--- src/rtl/proc_pkg.sv ---
// Shared definitions for the simple processor: opcodes, time-steps,
// operand-mux selects and instruction field positions.
package proc_pkg;

  localparam int unsigned INSTR_W = 16;
  localparam int unsigned SEL_W   = 4;
  localparam int unsigned NREGS   = 8;

  // Instruction field bit positions
  localparam int unsigned OPC_MSB = 15;
  localparam int unsigned OPC_LSB = 13;
  localparam int unsigned IMM_BIT = 12;
  localparam int unsigned RX_MSB  = 11;
  localparam int unsigned RX_LSB  = 9;
  localparam int unsigned RY_MSB  = 2;
  localparam int unsigned RY_LSB  = 0;
  localparam int unsigned IMM9_MSB = 8;
  localparam int unsigned IMM9_LSB = 0;

  localparam logic [2:0] OP_MV  = 3'b000;
  localparam logic [2:0] OP_MVT = 3'b001;
  localparam logic [2:0] OP_ADD = 3'b010;
  localparam logic [2:0] OP_SUB = 3'b011;

  localparam logic [SEL_W-1:0] SEL_G    = 4'd8;
  localparam logic [SEL_W-1:0] SEL_SEXT = 4'd9;
  localparam logic [SEL_W-1:0] SEL_MVT  = 4'd10;

  typedef enum logic [1:0] {
    T0 = 2'b00,
    T1 = 2'b01,
    T2 = 2'b10,
    T3 = 2'b11
  } tstep_t;

endpackage

--- src/rtl/proc_sequencer_dec3to8.sv ---
// 3-to-8 one-hot decoder with enable; drives the register write enables.
module dec3to8 (
  input  logic       en,
  input  logic [2:0] w,
  output logic [7:0] y
);

  always_comb begin
    y = 8'h00;
    if (en) y = 8'(1) << w;
  end

endmodule

--- src/rtl/proc_sequencer.sv ---
// Multi-cycle control FSM for the 16-bit processor datapath: steps T0-T3,
// drives register enables, mux select and ALU mode, counts retired instructions.
module proc_sequencer
  import proc_pkg::*;
#(
  parameter int unsigned CNT_W = 16
) (
  input  logic               clk,
  input  logic               Rest,
  input  logic               Run,
  input  logic [15:0]        instr,
  output logic               IRin,
  output logic [7:0]         Rin,
  output logic               Ain,
  output logic               Gin,
  output logic               addsub,
  output logic [3:0]         sel,
  output logic               Done,
  output logic [1:0]         state,
  output logic [CNT_W-1:0]   icount
);

  tstep_t cur_state, nxt_state;
  logic   rin_en;

  logic [2:0]       opcode;
  logic [2:0]       rx;
  logic [SEL_W-1:0] op2_sel;
  logic             unused_imm;

  assign opcode  = instr[OPC_MSB:OPC_LSB];
  assign rx      = instr[RX_MSB:RX_LSB];
  assign op2_sel = instr[IMM_BIT] ? SEL_SEXT : {1'b0, instr[RY_MSB:RY_LSB]};
  // Immediate value bits only matter to the datapath mux
  assign unused_imm = ^instr[RX_LSB-1:RY_MSB+1];

  assign state = cur_state;

  // State and retired-instruction counter
  always_ff @(posedge clk or posedge Rest) begin
    if (Rest) begin
      cur_state <= T0;
      icount    <= '0;
    end else begin
      cur_state <= nxt_state;
      if (Done) icount <= icount + CNT_W'(1);
    end
  end

  // Next-state and control decode
  always_comb begin
    nxt_state = cur_state;
    IRin      = 1'b0;
    rin_en    = 1'b0;
    Ain       = 1'b0;
    Gin       = 1'b0;
    addsub    = 1'b0;
    sel       = '0;
    Done      = 1'b0;

    unique case (cur_state)
      T0: begin
        IRin = Run;
        if (Run) nxt_state = T1;
      end
      T1: begin
        unique case (opcode)
          OP_MV: begin
            rin_en    = 1'b1;
            sel       = op2_sel;
            Done      = 1'b1;
            nxt_state = T0;
          end
          OP_MVT: begin
            rin_en    = 1'b1;
            sel       = SEL_MVT;
            Done      = 1'b1;
            nxt_state = T0;
          end
          OP_ADD, OP_SUB: begin
            Ain       = 1'b1;
            sel       = {1'b0, rx};
            nxt_state = T2;
          end
          default: begin
            Done      = 1'b1;
            nxt_state = T0;
          end
        endcase
      end
      T2: begin
        sel       = op2_sel;
        Gin       = 1'b1;
        addsub    = (opcode == OP_SUB);
        nxt_state = T3;
      end
      T3: begin
        sel       = SEL_G;
        rin_en    = 1'b1;
        Done      = 1'b1;
        nxt_state = T0;
      end
      default: nxt_state = T0;
    endcase

    // Reset silences every control output, including a pending fetch
    if (Rest) begin
      IRin   = 1'b0;
      rin_en = 1'b0;
      Ain    = 1'b0;
      Gin    = 1'b0;
      addsub = 1'b0;
      sel    = '0;
      Done   = 1'b0;
    end
  end

  dec3to8 u_dec (
    .en (rin_en),
    .w  (rx),
    .y  (Rin)
  );

endmodule

--- config.mk ---
export PLATFORM = sky130hd
export DESIGN_NAME = proc_sequencer
export DESIGN_NICKNAME = d
export VERILOG_FILES = /design/src/rtl/proc_pkg.sv /design/src/rtl/proc_sequencer_dec3to8.sv /design/src/rtl/proc_sequencer.sv
export SDC_FILE = /design/constraint.sdc
export NUM_CORES = 1
export LEC_CHECK = 0
export BUFFER_PORTS_ARGS = -buffer_cell sky130_fd_sc_hd__buf_2
export CAP_MARGIN = 20
export CORE_MARGIN = 5
export CORE_UTILIZATION = 44
export CTS_CLUSTER_DIAMETER = 80
export CTS_CLUSTER_SIZE = 14
export DETAILED_ROUTE_END_ITERATION = 8
export GPL_TIMING_DRIVEN = 0
export PLACE_DENSITY = 0.78
export REMOVE_ABC_BUFFERS = 1
export SYNTH_ARGS = -nofsm -noshare
export SYNTH_HDL_FRONTEND = slang
export SYNTH_SLANG_ARGS = --single-unit
--- constraint.sdc ---
create_clock -name clk -period 1.68 [get_ports clk]
set_input_delay 0.168 -clock clk [delete_from_list [all_inputs] [get_ports clk]]
set_output_delay 0.168 -clock clk [all_outputs]
set_load 0.01 [all_outputs]
# Word-level counts from Yosys, hierarchy flattened
# Cells that the tools add are included.
dict set report op_classes {
  addsub 1
  n_eq_ne 7
  n_shift 1
  mux 23
  n_reduce_logical 4
}
# cell n
set op_table {}
lappend op_table {{case mux 4 bit (3 select lines)} 2}
lappend op_table {{adder 16 x 1 -> 16 bit (second input constant)} 1}
lappend op_table {{2-to-1 mux 1 bit} 13}
lappend op_table {{2-to-1 mux 4 bit} 2}
lappend op_table {{2-to-1 mux 8 bit} 1}
lappend op_table {{case mux 2 bit (4 select lines)} 1}
lappend op_table {{left shift 1 x 3 -> 8 bit (first input constant)} 1}
lappend op_table {{== test 3 x 2 -> 1 bit (second input constant)} 2}
lappend op_table {{== test 2 bit (second input constant)} 2}
lappend op_table {{2-to-1 mux 2 bit} 2}
lappend op_table {{case mux 1 bit (2 select lines)} 2}
lappend op_table {{OR reduction 2 bit} 2}
lappend op_table {{== test 3 x 1 -> 1 bit (second input constant)} 1}
lappend op_table {{zero test 3 bit} 1}
lappend op_table {{== test 2 x 1 -> 1 bit (second input constant)} 1}
lappend op_table {{zero test 2 bit} 1}
lappend op_table {{!= test 2 bit (second input constant)} 1}
dict set report word_totals {
  regBits 18
  in_bits 19
  out_inout_bits 35
  word_cells 38
}

# Longest topological paths before layout
# Gate-level depths: netlist (run 1).
dict set report depth {
  ltp_word 6
  ltp_mapped 5
}

# By module
# Synthesis (run 1) repeated with hierarchy kept, for this count alone.
dict set report unflattened {
  cells_unflattened 99
  area_unflattened_um2 1067.3
}
# mod n_inst cells_each area_per_inst_um2 seq_area_each_um2
set by_module_without_submodules {}
lappend by_module_without_submodules {proc_sequencer 1 91 972.2 450.4}
lappend by_module_without_submodules {dec3to8 1 8 95.1 0.0}

# Worst setup path before layout (run 1)
# OpenSTA, ideal clock, no wires.
dict set report synth_timing {
  kind {input to output}
  start {input port Rest}
  end {output port Rin[0]}
  arrival_time_ps 1350
  setup_slack_ps 162
  stages 5
  path_buffers 1
  cell_sequence {buf_6 inv_1 o211a_1 nand2b_1 nor3_1}
}
dict set report synth_via {
  elab_chain_len 2
}
# element line
set synth_rtl {}
lappend synth_rtl {{from (decl)} proc_sequencer.sv:9} ;# input logic Rest,
lappend synth_rtl {{2-to-1 mux 1 bit} proc_sequencer.sv:107} ;# if (Rest) begin
lappend synth_rtl {{2-to-1 mux 8 bit} proc_sequencer_dec3to8.sv:10} ;# if (en) y = 8'(1) << w;
lappend synth_rtl {{to (decl)} proc_sequencer.sv:13} ;# output logic [7:0] Rin,
# Every way passes these cells.

==> flow_summary.ini, run 1 <==
[outcome]
run_status = complete, but fails checks
violations = negative setup slack

[synthesis]
post-synth-top-area-fraction_pct = 42.5
syn_inst = 102
yosysSeqAreaShare_pct = 42.5
async_flop_share_pct = 100
synthesis.area_um2 = 1060
yosysMostFrequentCell = dfrtp_1
synthFlopType = dfrtp_1
yosys_warnings = 0
ys_ff_latch = 18
synth_common_cells = dfrtp_1, nor2_1, nand2_1, xnor2_1, xor2_1
synth_enable_flop_cells = 0
synth.largest_area_cell = dfrtp_1
synth_area_per_cell_um2 = 10.4
synth_cell_types = 30
synthTopCellsByArea = dfrtp_1, xnor2_1, xor2_1

[detailed_routing]
first_pass_iters = 4
drt-wirelength-per-cell_um = 15.6
drt_iter0_markers = 33
drt-total-wl_mm = 2.96
route.detailed.drc = 0
antenna_left = 0
viasPerCell = 5.48
vias = 1036

[worst_setup_path]
slowest_delay_ns = 0.49
cp.required_ns = 1.51
reg2reg_from = state[0]
worstPathArrival_ns = 1.54
r2r_setup_slack_ns = 0.09
worstSetupPathType = flop to output pin
path_delay_family = compound AO/OA/AOI/OAI gates
crit_slowest_cell = dfrtp_2
cp-end-kind = output pin
worstSetupStartpointType = flop
worstPathCellList = o211a_1 -> o21a_1 -> o221a_2 -> buf_6
critPathMaxFanout = 6
path_buf_inv = 1

[placed_design]
post-place-cells = 174
hpwl_mm = 1.90
io_buffer_count = 47
gp_congestion = 0.768

[power_and_ir_drop]
power.sequential.fraction_pct = 40.5
internal_power_uw = 964
power.share.combinational_pct = 46.1
power.density_nw_per_um2 = 1030
pwr-share-clk_pct = 13.4
p_leak_nw = 0.826
peakVddDrop_v = 0.000869
switchingPower_uw = 613
switching_share_pct = 38.9

[clock_tree]
cts_buffers = 3
path_clk_slew_ns = 0.10
clock_latency_ns = 0.29
cts_sinks = 18
cts_max_path_buffers = 2
cts_root_buf = clkbuf_4
ctsHtreeMaxLevel = 1
cts_tree = built

[grt]
antenna_found_initial = 0
grt_pass1_wl_mm = 4.49
grt_pass1_vias = 1047
grt_max_degree = 12
grt_use_total_pct = 16.7
grt_overflow = 0

[die]
die_y_um = 59.1
core.rowCount = 17
die_w_um = 59.1
fp.coreArea_um2 = 2250
ioPinCount = 54
die_area_um2 = 3490
start_util_pct = 47.1

[timing]
slew_headroom_pct = 67.4
period_minus_slack_ns = 1.71
layout_worst_path_cycle_share_pct = 102
fin_ws_ns = -0.0315
worst_pin_slew_ns = 0.487
maxSlewViolCount = 0
clock_skew_ns = 0.00801
setup_viol = 1
hold_viol_final = 0
final.setup.tns_ns = -0.0315
fmax_mhz = 584
rsz0062_at_grt = true

[final_layout]
drive_gt1_share_pct = 48.4
instances_no_fill = 189
fillers = 186
area_growth_pct = 44.1
diodes = 0
finalNetCount = 183

[min_path]
min_path_type = input pin to async pin

[flow_run]
maxCapViolCount = 0
==> power by group through the flow <==
| stage | sequential (mW) | combinational [mW] | clock, mW |
|---|---|---|---|
| final | 0.639 | 0.726 | 0.212 |
| after detailed placement | 0.664 | 0.441 | 0 |
| after global routing | 0.658 | 0.787 | 0.237 |
| after floorplan | 0.684 | 0.221 | 0 |
| after CTS | 0.633 | 0.574 | 0.214 |
| after global placement | 0.658 | 0.421 | 0 |
==> per-layer routing <==
metal | GRT usage (%) | wire length, um
met1 | 18.9 | 1200
met2 | 30.3 | 1510
met3 | 3.05 | 182
met4 | 7.12 | 61
met5 | 0 | 0
==> stage by stage <==
step	setup WS, ns	total power [mW]	instance area (um^2)	util, %	hold WS, ns
2_1_floorplan	0.186	0.904	1030	-	0.123
3_3_place_gp	-0.128	1.08	1300	57.7	0.392
3_5_place_dp	-0.147	1.10	1300	57.7	0.399
4_1_cts	-0.0289	1.42	1410	62.7	0.0155
5_1_grt	-0.0787	1.68	1530	67.8	0.0934
6_report	-0.0315	1.58	1530	67.8	0.0625
==> layout by cell type, fill, tap and decap left out, types with 2 or more instances in the layout <==
master / instances
nor3_2: 2
and4_1: 4
xnor2_1: 8
xor2_1: 7
nand2b_1: 3
buf_6: 4
nor4b_4: 2
buf_2: 46
nand2_1: 8
nand3_1: 6
clkbuf_4: 3
nor3b_4: 2
dfrtp_2: 2
a32o_1: 2
o21ai_1: 2
inv_1: 2
and3_1: 2
dfrtp_1: 16
nor3_1: 2
buf_4: 6
nor2_1: 12
==> repair_timing <==
action,CTS,global route
setup endpoints to repair,14,15
setup buffers,4,6
pin swaps,1,6
hold buffers,1,0
endpoints found under the hold margin,8,0
resized for setup,11,17
gates cloned,1,0
==> final cells by class <==
cell class                 instances  area [um^2]  share of cell area, %
sequential                        18          453                   29.6
tap                               28         35.0                   2.29
inverter                           3         15.0                  0.982
clock buffer                       3         22.5                   1.47
multi-input combinational         78          653                   42.7
timing repair buffer              58          345                   22.6
timing repair inverter             1         5.00                  0.327
==> registers in the layout, summed over array words and instances (netlist names), named ones only <==
| register | count |
|---|---|
| icount | 16 |
| state | 1 |
==> worst paths after layout <==
kind,cells past startpoint,endpoint
worst min register to register,1,icount[15]
max in group asynchronous,3,state[0]
worst max register to register,6,icount[9]
worst min-delay path,2,icount[2]
min in group clk,3,state[0]
worst max-delay path,4,sel[3]
==> cell families (layout without fill, tap and decap cells) <==
kind of cell	Yosys count	count (layout)	synth area share [%]
simple gates	51	51	31.4
buf+inv	6	65	3.89
mux	1	1	1.06
compound gates	10	10	7.67
flops	18	18	42.5
fa+ha+maj	1	1	1.18
xor+xnor	15	15	12.4
No activity file was read; power rests on OpenSTA's default activity.
==> run 2: changes to the inputs <==
CORE_UTILIZATION = 25   (was 44)
PLACE_DENSITY = default   (was 0.78)
==> flow_summary.ini, run 2 (synthesis gave the netlist of run 1 again) <==
[detailed_routing]
drt_iter0_markers = 38
viasPerCell = 4.69
antenna_left = 0
route.detailed.drc = 0
drt-total-wl_mm = 2.76
first_pass_iters = 4
drt-wirelength-per-cell_um = 13.1
vias = 985

[worst_setup_path]
cp-end-kind = output pin
cp.required_ns = 1.51
worstSetupPathType = flop to output pin
worstPathArrival_ns = 1.50
worstSetupStartpointType = flop
critPathMaxFanout = 9

[final_layout]
layout_common_cells = buf_2, dfrtp_1, nor2_1
design_area_um2 = 1540
fillers = 405
layout_commonest_cell = buf_2
area_growth_pct = 45.0
finalNetCount = 181
largest_register_ffs = 16
top_register = icount
diodes = 0
drive_gt1_share_pct = 48.8

[clock_tree]
hold_buffers = 0
path_clk_slew_ns = 0.07
cts_sinks = 18
cts_tree = built
cts_max_path_buffers = 2
clock_latency_ns = 0.25
ctsHtreeMaxLevel = 1
cts_buffers = 3
cts_root_buf = clkbuf_8

[power_and_ir_drop]
finalPower_mw = 1.63
power.density_nw_per_um2 = 1060
peakVddDrop_v = 0.000388
p_leak_nw = 0.825

[grt]
antenna_found_initial = 0
grt_overflow = 0
grt_pass1_wl_mm = 4.69
grt_pass1_vias = 1013
grt_max_degree = 12
grt_use_total_pct = 10.5

[die]
core.rowCount = 23
die_y_um = 75.1
ioPinCount = 54
die_area_um2 = 5650
fp.coreArea_um2 = 4060
start_util_pct = 26.1
die_w_um = 75.1

[timing]
layout_worst_path_cycle_share_pct = 99.3
fmax_mhz = 599
slew_headroom_pct = 67.2
fin_ws_ns = 0.0114
worst_pin_slew_ns = 0.490
period_minus_slack_ns = 1.67
clock_skew_ns = 0.00242
setup_viol = 0
maxSlewViolCount = 0
rsz0062_at_grt = true
hold_viol_final = 0

[placed_design]
hpwl_mm = 1.97
dp_slack_ns = -0.214
io_buffer_count = 47
gp_congestion = 0.739
placed_cell_area_um2 = 1330

[flow_run]
maxCapViolCount = 0

[outcome]
run_status = finished clean

[min_path]
min_path_type = input pin to async pin
[run 2: final timing paths]
kind                            start    endpoint  slack, ns  cells after the start
max                              flop      sel[3]       0.01                      4
min                              Rest   icount[3]       0.09                      3
max reg2reg                  state[0]   icount[9]       0.13                      5
min reg2reg                icount[15]  icount[15]       0.48                      1
max in group asynchronous        Rest   async pin       1.29                      2
min in group clk                  Run    state[0]       0.16                      3
[run 2: through the flow]
step                hold WS (ns)  TNS (ns)  instances  util [%]
floorplan                  0.123         0         99         -
global placement           0.399     -1.43        196      32.7
detailed placement         0.407     -1.53        196      32.7
CTS                       0.0759  -0.00221        207      35.9
global route               0.105    -0.115        210      37.9
finish                    0.0903         0        210      37.9
[run 2: worst max-delay path, stage by stage, from the launching register on]
cell and delay, ns:
dfrtp_2 0.49, o211a_1 0.28, o21a_1 0.11, o221a_2 0.25
buf_6 0.12
[run 2: report_power, final]
part / internal, mW / switching, mW
Sequential: 0.519 / 0.135
Clock: 0.208 / 0.141
Combinational: 0.325 / 0.305
Total: 1.05 / 0.581
[run 2: final cells by class]
type	instances	area (um^2)	share of cell area, %
clock buffers	4	55.1	3.58
inverters	3	15.0	0.976
flip-flops and latches	18	453	29.4
well taps	50	62.6	4.07
repair inverters	1	5.00	0.325
repair buffers	56	309	20.1
multi-input cells	78	639	41.5
[run 2: metal layers]
layer | part of all wire, % | vias to the layer above | global-route usage, %
met5 | 0 | - | 0
met4 | 0.44 | 0 | 2.33
met3 | 9.1 | 2 | 2.14
met2 | 45 | 40 | 17.3
met1 | 45 | 467 | 14.1
li1 | - | 476 | -
[run 2: timing repair]
action / in CTS / in global routing
endpoints found under the setup margin: 13 / 5
setup buffers: 6 / 3
pin swaps: 0 / 3
gates cloned: 1 / 0
gates resized for setup: 7 / 10
